[src/rtl/amp_fault_monitor_pkg.sv]
// Shared definitions for the amplifier fault monitor: state encoding,
// fault-code bit positions and float32 field constants.
package amp_fault_monitor_pkg;

    typedef enum logic [1:0] {
        ST_IDLE   = 2'd0,
        ST_NORMAL = 2'd1,
        ST_WARN   = 2'd2,
        ST_FAULT  = 2'd3
    } state_t;

    localparam int FC_PHASE_A = 0;
    localparam int FC_PHASE_B = 1;
    localparam int FC_PHASE_C = 2;
    localparam int FC_UNBAL   = 3;

    localparam logic [7:0] EXP_ALL_ONES = 8'hFF;
    localparam int         EXP_MSB      = 30;
    localparam int         EXP_LSB      = 23;

    // State reached after a bad frame once the debounce count has been advanced.
    function automatic state_t escalate(input logic [3:0] bad_count,
                                        input logic [3:0] debounce);
        return (bad_count >= debounce) ? ST_FAULT : ST_WARN;
    endfunction

endpackage

[src/rtl/amp_fault_monitor_float_mag_cmp.sv]
// Combinational |x| > |TH| comparator on float32 bit patterns; an Inf/NaN
// input always reports "greater" so corrupted data can never mask a fault.
module FloatMagCmp
    import amp_fault_monitor_pkg::*;
#(
    parameter logic [31:0] TH = 32'h0000_0000
) (
    input  logic [31:0] x,
    output logic        gt
);

    localparam logic [31:0] TH_MAG = {1'b0, TH[30:0]};

    logic [31:0] mag;
    logic        inf_nan;

    // Non-negative IEEE-754 values order the same way as their bit patterns,
    // so clearing the sign bit turns the magnitude test into an unsigned compare.
    always_comb begin
        mag     = x;
        mag[31] = 1'b0;
    end

    assign inf_nan = (mag[EXP_MSB:EXP_LSB] == EXP_ALL_ONES);
    assign gt      = inf_nan || (mag > TH_MAG);

endmodule

[src/rtl/amp_fault_monitor.sv]
// Per-frame amplitude/unbalance evaluation with a debounced
// IDLE/NORMAL/WARN/FAULT state machine and a latched fault code.
module amp_fault_monitor
    import amp_fault_monitor_pkg::*;
#(
    parameter logic [31:0] OVER_TH    = 32'h42C80000,
    parameter logic [31:0] UNBAL_TH   = 32'h3DCCCCCD,
    parameter int unsigned DEBOUNCE_N = 3
) (
    input  logic             clk,
    input  logic             rstn,
    input  logic             dataOut,
    input  logic [2:0][31:0] Amp,
    input  logic [31:0]      Coff,
    input  logic             clearFault,
    output logic [1:0]       state,
    output logic             faultFlag,
    output logic             warnFlag,
    output logic [3:0]       faultCode,
    output logic [15:0]      frameCnt,
    output logic             evalDone
);

    localparam logic [3:0] DEB = 4'(DEBOUNCE_N);

    state_t      cur_state;
    state_t      nxt_state;
    logic [3:0]  bad_cnt;
    logic [3:0]  nxt_cnt;
    logic [3:0]  cnt_inc;
    logic [3:0]  nxt_code;
    logic [3:0]  bad_bits;
    logic        frame_bad;
    logic        frame_det;
    logic        data_prev;

    // ------------------------------------------------------------------
    // Threshold comparators: one per phase amplitude plus the unbalance.
    // ------------------------------------------------------------------
    for (genvar i = 0; i < 3; i++) begin : g_phase
        FloatMagCmp #(.TH(OVER_TH)) u_amp_cmp (
            .x  (Amp[i]),
            .gt (bad_bits[FC_PHASE_A + i])
        );
    end

    FloatMagCmp #(.TH(UNBAL_TH)) u_unbal_cmp (
        .x  (Coff),
        .gt (bad_bits[FC_UNBAL])
    );

    assign frame_bad = |bad_bits;
    assign frame_det = dataOut & ~data_prev;
    assign cnt_inc   = bad_cnt + 4'd1;

    // ------------------------------------------------------------------
    // Next-state decision, evaluated only on a frame-detect cycle.
    // ------------------------------------------------------------------
    // NOTE: every signal written here gets a default first, so no path
    // leaves a value unassigned and no latch can be inferred.
    always_comb begin
        nxt_state = cur_state;
        nxt_cnt   = bad_cnt;
        nxt_code  = faultCode;

        if (frame_det) begin
            unique case (cur_state)
                ST_FAULT: begin
                    nxt_code = faultCode | bad_bits;
                    if (clearFault && !frame_bad) begin
                        nxt_state = ST_NORMAL;
                        nxt_cnt   = 4'd0;
                        nxt_code  = 4'd0;
                    end
                end

                ST_WARN: begin
                    nxt_code = bad_bits;
                    if (frame_bad) begin
                        nxt_cnt   = cnt_inc;
                        nxt_state = escalate(cnt_inc, DEB);
                    end else begin
                        nxt_cnt   = 4'd0;
                        nxt_state = ST_NORMAL;
                    end
                end

                default: begin
                    nxt_code = bad_bits;
                    if (frame_bad) begin
                        nxt_cnt   = 4'd1;
                        nxt_state = escalate(4'd1, DEB);
                    end else begin
                        nxt_cnt   = 4'd0;
                        nxt_state = ST_NORMAL;
                    end
                end
            endcase
        end
    end

    // ------------------------------------------------------------------
    // State and registered outputs.
    // ------------------------------------------------------------------
    // NOTE: all state updates here use non-blocking assignments so every
    // register samples the pre-edge values, independent of statement order.
    always_ff @(posedge clk) begin
        if (!rstn) begin
            cur_state <= ST_IDLE;
            bad_cnt   <= 4'd0;
            faultCode <= 4'd0;
            faultFlag <= 1'b0;
            warnFlag  <= 1'b0;
            frameCnt  <= 16'd0;
            evalDone  <= 1'b0;
            // History of 1 keeps a level held high through reset from
            // looking like a fresh rising edge on release.
            data_prev <= 1'b1;
        end else begin
            data_prev <= dataOut;
            evalDone  <= frame_det;
            cur_state <= nxt_state;
            bad_cnt   <= nxt_cnt;
            faultCode <= nxt_code;
            faultFlag <= (nxt_state == ST_FAULT);
            warnFlag  <= (nxt_state == ST_WARN);
            if (frame_det) begin
                frameCnt <= frameCnt + 16'd1;
            end
        end
    end

    assign state = cur_state;

endmodule

[config.mk]
export PLATFORM = sky130hd
export DESIGN_NAME = amp_fault_monitor
export DESIGN_NICKNAME = d
export VERILOG_FILES = /design/src/rtl/amp_fault_monitor_pkg.sv /design/src/rtl/amp_fault_monitor_float_mag_cmp.sv /design/src/rtl/amp_fault_monitor.sv
export SDC_FILE = /design/constraint.sdc
export NUM_CORES = 1
export LEC_CHECK = 0
export CAP_MARGIN = 20
export CORE_MARGIN = 5
export CORE_UTILIZATION = 32
export DETAILED_ROUTE_END_ITERATION = 12
export PLACE_DENSITY = 0.81
export SLEW_MARGIN = 10
export SYNTH_ARGS = -nofsm -noshare
export SYNTH_HDL_FRONTEND = slang
export SYNTH_HIERARCHICAL = 1
export SYNTH_SLANG_ARGS = --single-unit
[constraint.sdc]
create_clock -name clk -period 3.6 [get_ports clk]
set_clock_uncertainty 0.15 [all_clocks]
set_input_delay 0.72 -clock clk [delete_from_list [all_inputs] [get_ports clk]]
set_output_delay 0.72 -clock clk [all_outputs]
set_load 0.1 [all_outputs]
## Yosys cells after proc, flatten, opt, wreduce, memory -nomap -nowiden

Cells that the tools add are included.

| word-level totals | value |
|---|---|
| input port bits | 132 |
| register bits after elaboration | 30 |
| output and inout bits | 25 |
| word-level logic and storage cells | 47 |

| cells by class | value |
|---|---|
| bitwise operators | 3 |
| add/subtract/negate cells | 2 |
| order comparisons | 5 |
| reduce and logical (&&, ||, !) cells | 8 |
| equality and inequality tests | 9 |
| muxes and demuxes | 12 |

Operators by type and width:

| kind | count |
|---|---|
| $gt 31x31->1 const B | 3 |
| $eq 8x8->1 const B | 4 |
| $gt 31x30->1 const B | 1 |
| $add 16x1->16 const B | 1 |
| $mux 4 | 4 |
| $eq 2x2->1 const B | 4 |
| $mux 2 | 4 |
| $pmux 4 s2 | 1 |
| $add 4x1->4 const B | 1 |
| $ge 4x2->1 const B | 1 |
| $logic_or 1x1->1 | 4 |
| $or 4x4->4 | 1 |
| $pmux 2 s2 | 1 |
| $reduce_or 4->1 | 1 |
| $mux 1 | 2 |
| $ne 2x2->1 const B | 1 |
| $reduce_and 2->1 | 1 |
| $and 1x1->1 | 1 |
| $logic_and 1x1->1 | 1 |
| $logic_not 1->1 | 1 |
| $not 1->1 | 1 |

## Logic depth before layout (Yosys ltp)

| depth | value |
|---|---|
| depth in word-level cells | 9 |
| depth in mapped cells | 9 |
| depth with buffers taken out | 8 |

## Cells and area by module

The synthesis kept the hierarchy.

Modules (own cells, without submodules):

| module | seq. area each (um2) | area an instance (um2) | cells an instance | instances |
|---|---|---|---|---|
| amp_fault_monitor | 600.6 | 1322.5 | 147 | 1 |
| FloatMagCmp at g_phase[0].u_amp_cmp ... | 0.0 | 116.4 | 16 | 3 |
| FloatMagCmp at u_unbal_cmp | 0.0 | 160.2 | 26 | 1 |

## Least setup slack after synthesis

Ideal clock, no wire load.

| timing path | value |
|---|---|
| path type | input to register |
| start point | input Amp[60] (netlist name) |
| end point | register bad_cnt[1] |
| required time | 3.379 ns |
| setup time | 0.071 ns |
| buffers on the path | 0 |
| stages | 8 |
| slack | 0.598 ns |
| arrival | 2.782 ns |
| cell sequence | or4_4 -> nor4_4 -> a2bb2oi_1 -> a21oi_1 -> nor4_4 -> nor3b_1 -> or3b_1 -> a21oi_1 |

| on the way | value |
|---|---|
| word-level cells in the longest chain between the ends | 7 |
| elaborated cells between the ends (all ways) | 10 |
| those cells by class | 1 x order compare; 2 x eq/ne; 2 x mux; 5 x reduce/logical |

RTL lines:

| element | RTL line | source |
|---|---|---|
| from (decl) | amp_fault_monitor.sv:13 | `input logic [2:0][31:0] Amp,` |
| $gt 31x31->1 / $eq 8x8->1 (equally long branches) | amp_fault_monitor_float_mag_cmp.sv:25, amp_fault_monitor_float_mag_cmp.sv:24 |  |
| $logic_or 1x1->1 (*) | amp_fault_monitor_float_mag_cmp.sv:25 | `assign gt = inf_nan \|\| (mag > TH_MAG);` |
| net bad_bits[1] | amp_fault_monitor.sv:32 | `logic [3:0] bad_bits;` |
| $reduce_or 4->1 (*) | amp_fault_monitor.sv:52 | `assign frame_bad = \|bad_bits;` |
| $logic_not 1->1 | amp_fault_monitor.sv:70 | `if (clearFault && !frame_bad) begin` |
| $logic_and 1x1->1 | amp_fault_monitor.sv:70 |  |
| $ne 2x2->1 (no line) | n/a |  |
| $reduce_and 2->1 (no line) | n/a |  |
| to (signal assigned) | amp_fault_monitor.sv:123 | `bad_cnt <= nxt_cnt;` |
| to (decl) | amp_fault_monitor.sv:28 | `logic [3:0] bad_cnt;` |

The timed path passes the listed nets; every way through them passes the cells marked *.
A chain may end at the register's enable or synchronous reset.

## Final worst setup path

| timing path | value |
|---|---|
| start point | input Coff[25] |
| end point | register cur_state[0], in the netlist state[0] |

| on the way | value |
|---|---|
| word-level cells in the longest chain between the ends | 8 |
| elaborated cells between the ends (all ways) | 11 |
| those cells by class | 1 x order compare; 1 x eq/ne; 5 x mux; 4 x reduce/logical |

RTL lines:

| element | RTL line | source |
|---|---|---|
| from (decl) | amp_fault_monitor.sv:14 | `input logic [31:0] Coff,` |
| $gt 31x30->1 / $eq 8x8->1 (equally long branches) | amp_fault_monitor_float_mag_cmp.sv:25, amp_fault_monitor_float_mag_cmp.sv:24 |  |
| $logic_or 1x1->1 (*) | amp_fault_monitor_float_mag_cmp.sv:25 |  |
| net bad_bits[3] | amp_fault_monitor.sv:32 |  |
| $reduce_or 4->1 (*) | amp_fault_monitor.sv:52 |  |
| $logic_not 1->1 | amp_fault_monitor.sv:70 |  |
| $logic_and 1x1->1 | amp_fault_monitor.sv:70 |  |
| $mux 2 | amp_fault_monitor.sv:70 |  |
| $pmux 2 s2 (*) | amp_fault_monitor.sv:67 | `unique case (cur_state)` |
| $mux 2 (*) | amp_fault_monitor.sv:66 | `if (frame_det) begin` |
| to (signal assigned) | amp_fault_monitor.sv:122 | `cur_state <= nxt_state;` |
| to (decl) | amp_fault_monitor.sv:26 | `state_t cur_state;` |

Marks and branches as above.

==> metrics.cfg <==
[outcome]
status = finished clean

[global_route]
grt-ovfl-total = 0
antenna_found_initial = 0
grtUsageTotal_pct = 17.1
grt_pass1_vias = 2314
grt_start_max_net_pins = 25
grt_pass1_wl_um = 10200

[synth]
synth_warnings = 6
syn_nets = 356
async_flop_share_pct = 0
yosysSeqAreaShare_pct = 32.8
syn-cell-area_mm2 = 0.00183
synthFlopType = dfxtp_1
avgSynthCellArea_um2 = 8.29
synth.distinct_cells = 43
synth_seq_cells = 30
postSynthCellCount = 221
synth-edff-count = 0

[worst_setup_path]
path_max_fanout = 3
max_stage_delay_ps = 520
crit_path_cell_trace = clkdlybuf4s50_1 -> nand2b_1 -> or4_4 -> a211o_1 -> a21oi_1 -> nor4_4 -> buf_4 -> nor4_1 -> a211oi_1 -> and2_1
cp_slowest_cell = or4_4
worst-path-buf-inv = 2
required_ps = 3620
start_kind = input port
cp-end-kind = register
worstPathArrival_ps = 3260
crit_type = in2reg
crit_family = simple AND/OR/NAND/NOR gates

[clock_tree]
htreeDepth = 2
clock_sinks = 30
cts-resized-gates = 0
clock_latency_ps = 270
post-cts-setup-buffer-count = 0
cts_tree = done
cts_buffers = 5
ctsLongestPathBuffers = 2
clk_pin_slew_ps = 60
ctsHoldBuffers = 0
root_buffer = clkbuf_8

[timing]
maxSlewViolCount = 0
setup_viol = 0
worst_pin_slew_ps = 972
setup_slack_ps = 357
finalCritPeriodShare_pct = 90.1
fin_setup_tns_ps = 0
period_needed_ps = 3240
fmax_ghz = 0.308
rsz0062_at_grt = false
hold_viol = 0
relSlewSlack_pct = 35.0

[route]
first_iter_violations = 65
wirelength_um = 6580
route.detailed.drc = 0
vias = 2284
routedWlPerCell_um = 14.6
vias_per_cell = 5.09
dr.pass1.iters = 5
drtAntennaViolNets = 0

[power]
p_per_area_mw_per_mm2 = 239
p_leak_uw = 0.00127
vdd_drop_max_uv = 222
p_total_uw = 831

[die]
core_mm2 = 0.00554
die_area_mm2 = 0.00734
die_w_um = 85.7
dieHeight_um = 85.7
ios = 157
initial_core_util_pct = 33.1
core.rowCount = 27

[layout]
area_growth_pct = 89.7
drive_gt1_share_pct = 11.1
fin_nets = 513
final_cell_mix = clkdlybuf4s50_1, dfxtp_1, buf_4
finalInstanceArea_mm2 = 0.00347
num_antenna_cells = 0
fillers = 497
multi_input_comb_area_mm2 = 0.00117
seqCellArea_um2 = 601
layout_commonest_cell = clkdlybuf4s50_1

[placed_design]
portBuffers = 152
place_area_mm2 = 0.00339
gp_routability_congestion = 0.759
pre_cts_ws_ps = 60.7
hpwl_um = 5810

[run]
max-cap-violations = 0

[hold_path]
hold_path.class = reg2reg

==> power by group <==
group | internal [uW] | switching, uW | total, uW
combinational | 148 | 85.6 | 233
clock | 147 | 109 | 256
sequential | 337 | 4.38 | 342
==> tightest hold or removal path: cells and delay by family, from the launching register on <==
| family | cells | cell delay (ps) |
|---|---|---|
| flops | 1 | 320 |
| simple gates | 1 | 60 |
| compound gates | 1 | 60 |
==> metal layers <==
metal	global-route usage, %	up-vias	share of wire [%]
met3	6.44	15	9.3
met5	0	-	0
met1	17.1	1023	36
li1	-	1152	-
met2	31.9	94	52
met4	6.62	0	2.4
==> worst paths after layout <==
check / start / endpoint / slack, ps / depth (start not counted)
hold reg to reg: bad_cnt[3] / bad_cnt[3] / 330 / 2
hold / removal: bad_cnt[3] / bad_cnt[3] / 330 / 2
setup / recovery: Coff[25] / state[0] / 360 / 10
setup reg to reg: frameCnt[2] / frameCnt[11] / 1850 / 4
==> logic make-up (layout without fill, tap and decap cells) <==
logic type	after synthesis	after routing	share of synthesized area, %
simple gates	117	117	40.9
compound gates	46	46	15.3
flops	30	30	32.8
buf+inv	13	169	3.21
xor+xnor	12	12	5.74
fa+ha+maj	3	3	2.05
==> layout make-up <==
type / instances / area share (%)
repair buffers: 157 / 43.4
multi-input cells: 178 / 33.7
flip-flops and latches: 30 / 17.3
well taps: 72 / 2.59
clock buffers: 6 / 2.38
inverters: 6 / 0.648
==> Yosys cell counts, types with 3 or more instances <==
master / count / area share [%]
a2bb2oi_1: 3 / 1.4
nor4b_1: 3 / 1.4
or3_1: 8 / 2.7
nand3_1: 11 / 3.0
nand4_1: 11 / 3.8
nor2b_1: 4 / 1.4
a22oi_1: 5 / 2.0
nor4_4: 4 / 4.6
inv_1: 6 / 1.2
a21oi_1: 19 / 5.2
nor2_1: 20 / 4.1
or4_1: 4 / 1.6
ha_1: 3 / 2.0
nor4_1: 15 / 5.1
dfxtp_1: 30 / 33
and2_1: 3 / 1.0
or4_4: 4 / 2.5
o21ai_0: 8 / 2.2
nand2b_1: 3 / 1.0
nand2_1: 15 / 3.1
xor2_1: 11 / 5.3
==> registers in the layout, summed over array words and instances (netlist names) <==
name,cells
evalDone,1
frameCnt,16
state,2
bad_cnt,4
warnFlag,1
data_prev,1
faultFlag,1
faultCode,4
==> per-stage QoR <==
stage / hold WS [ps] / utilization (%) / cells
3_3_place_gp: 318 / 61.2 / 443
5_1_grt: 367 / 62.7 / 449
3_5_place_dp: 326 / 61.2 / 443
6_report: 334 / 62.7 / 449
2_1_floorplan: 307 / - / 221
4_1_cts: 335 / 62.7 / 449
(Power assumes the default switching activity.)
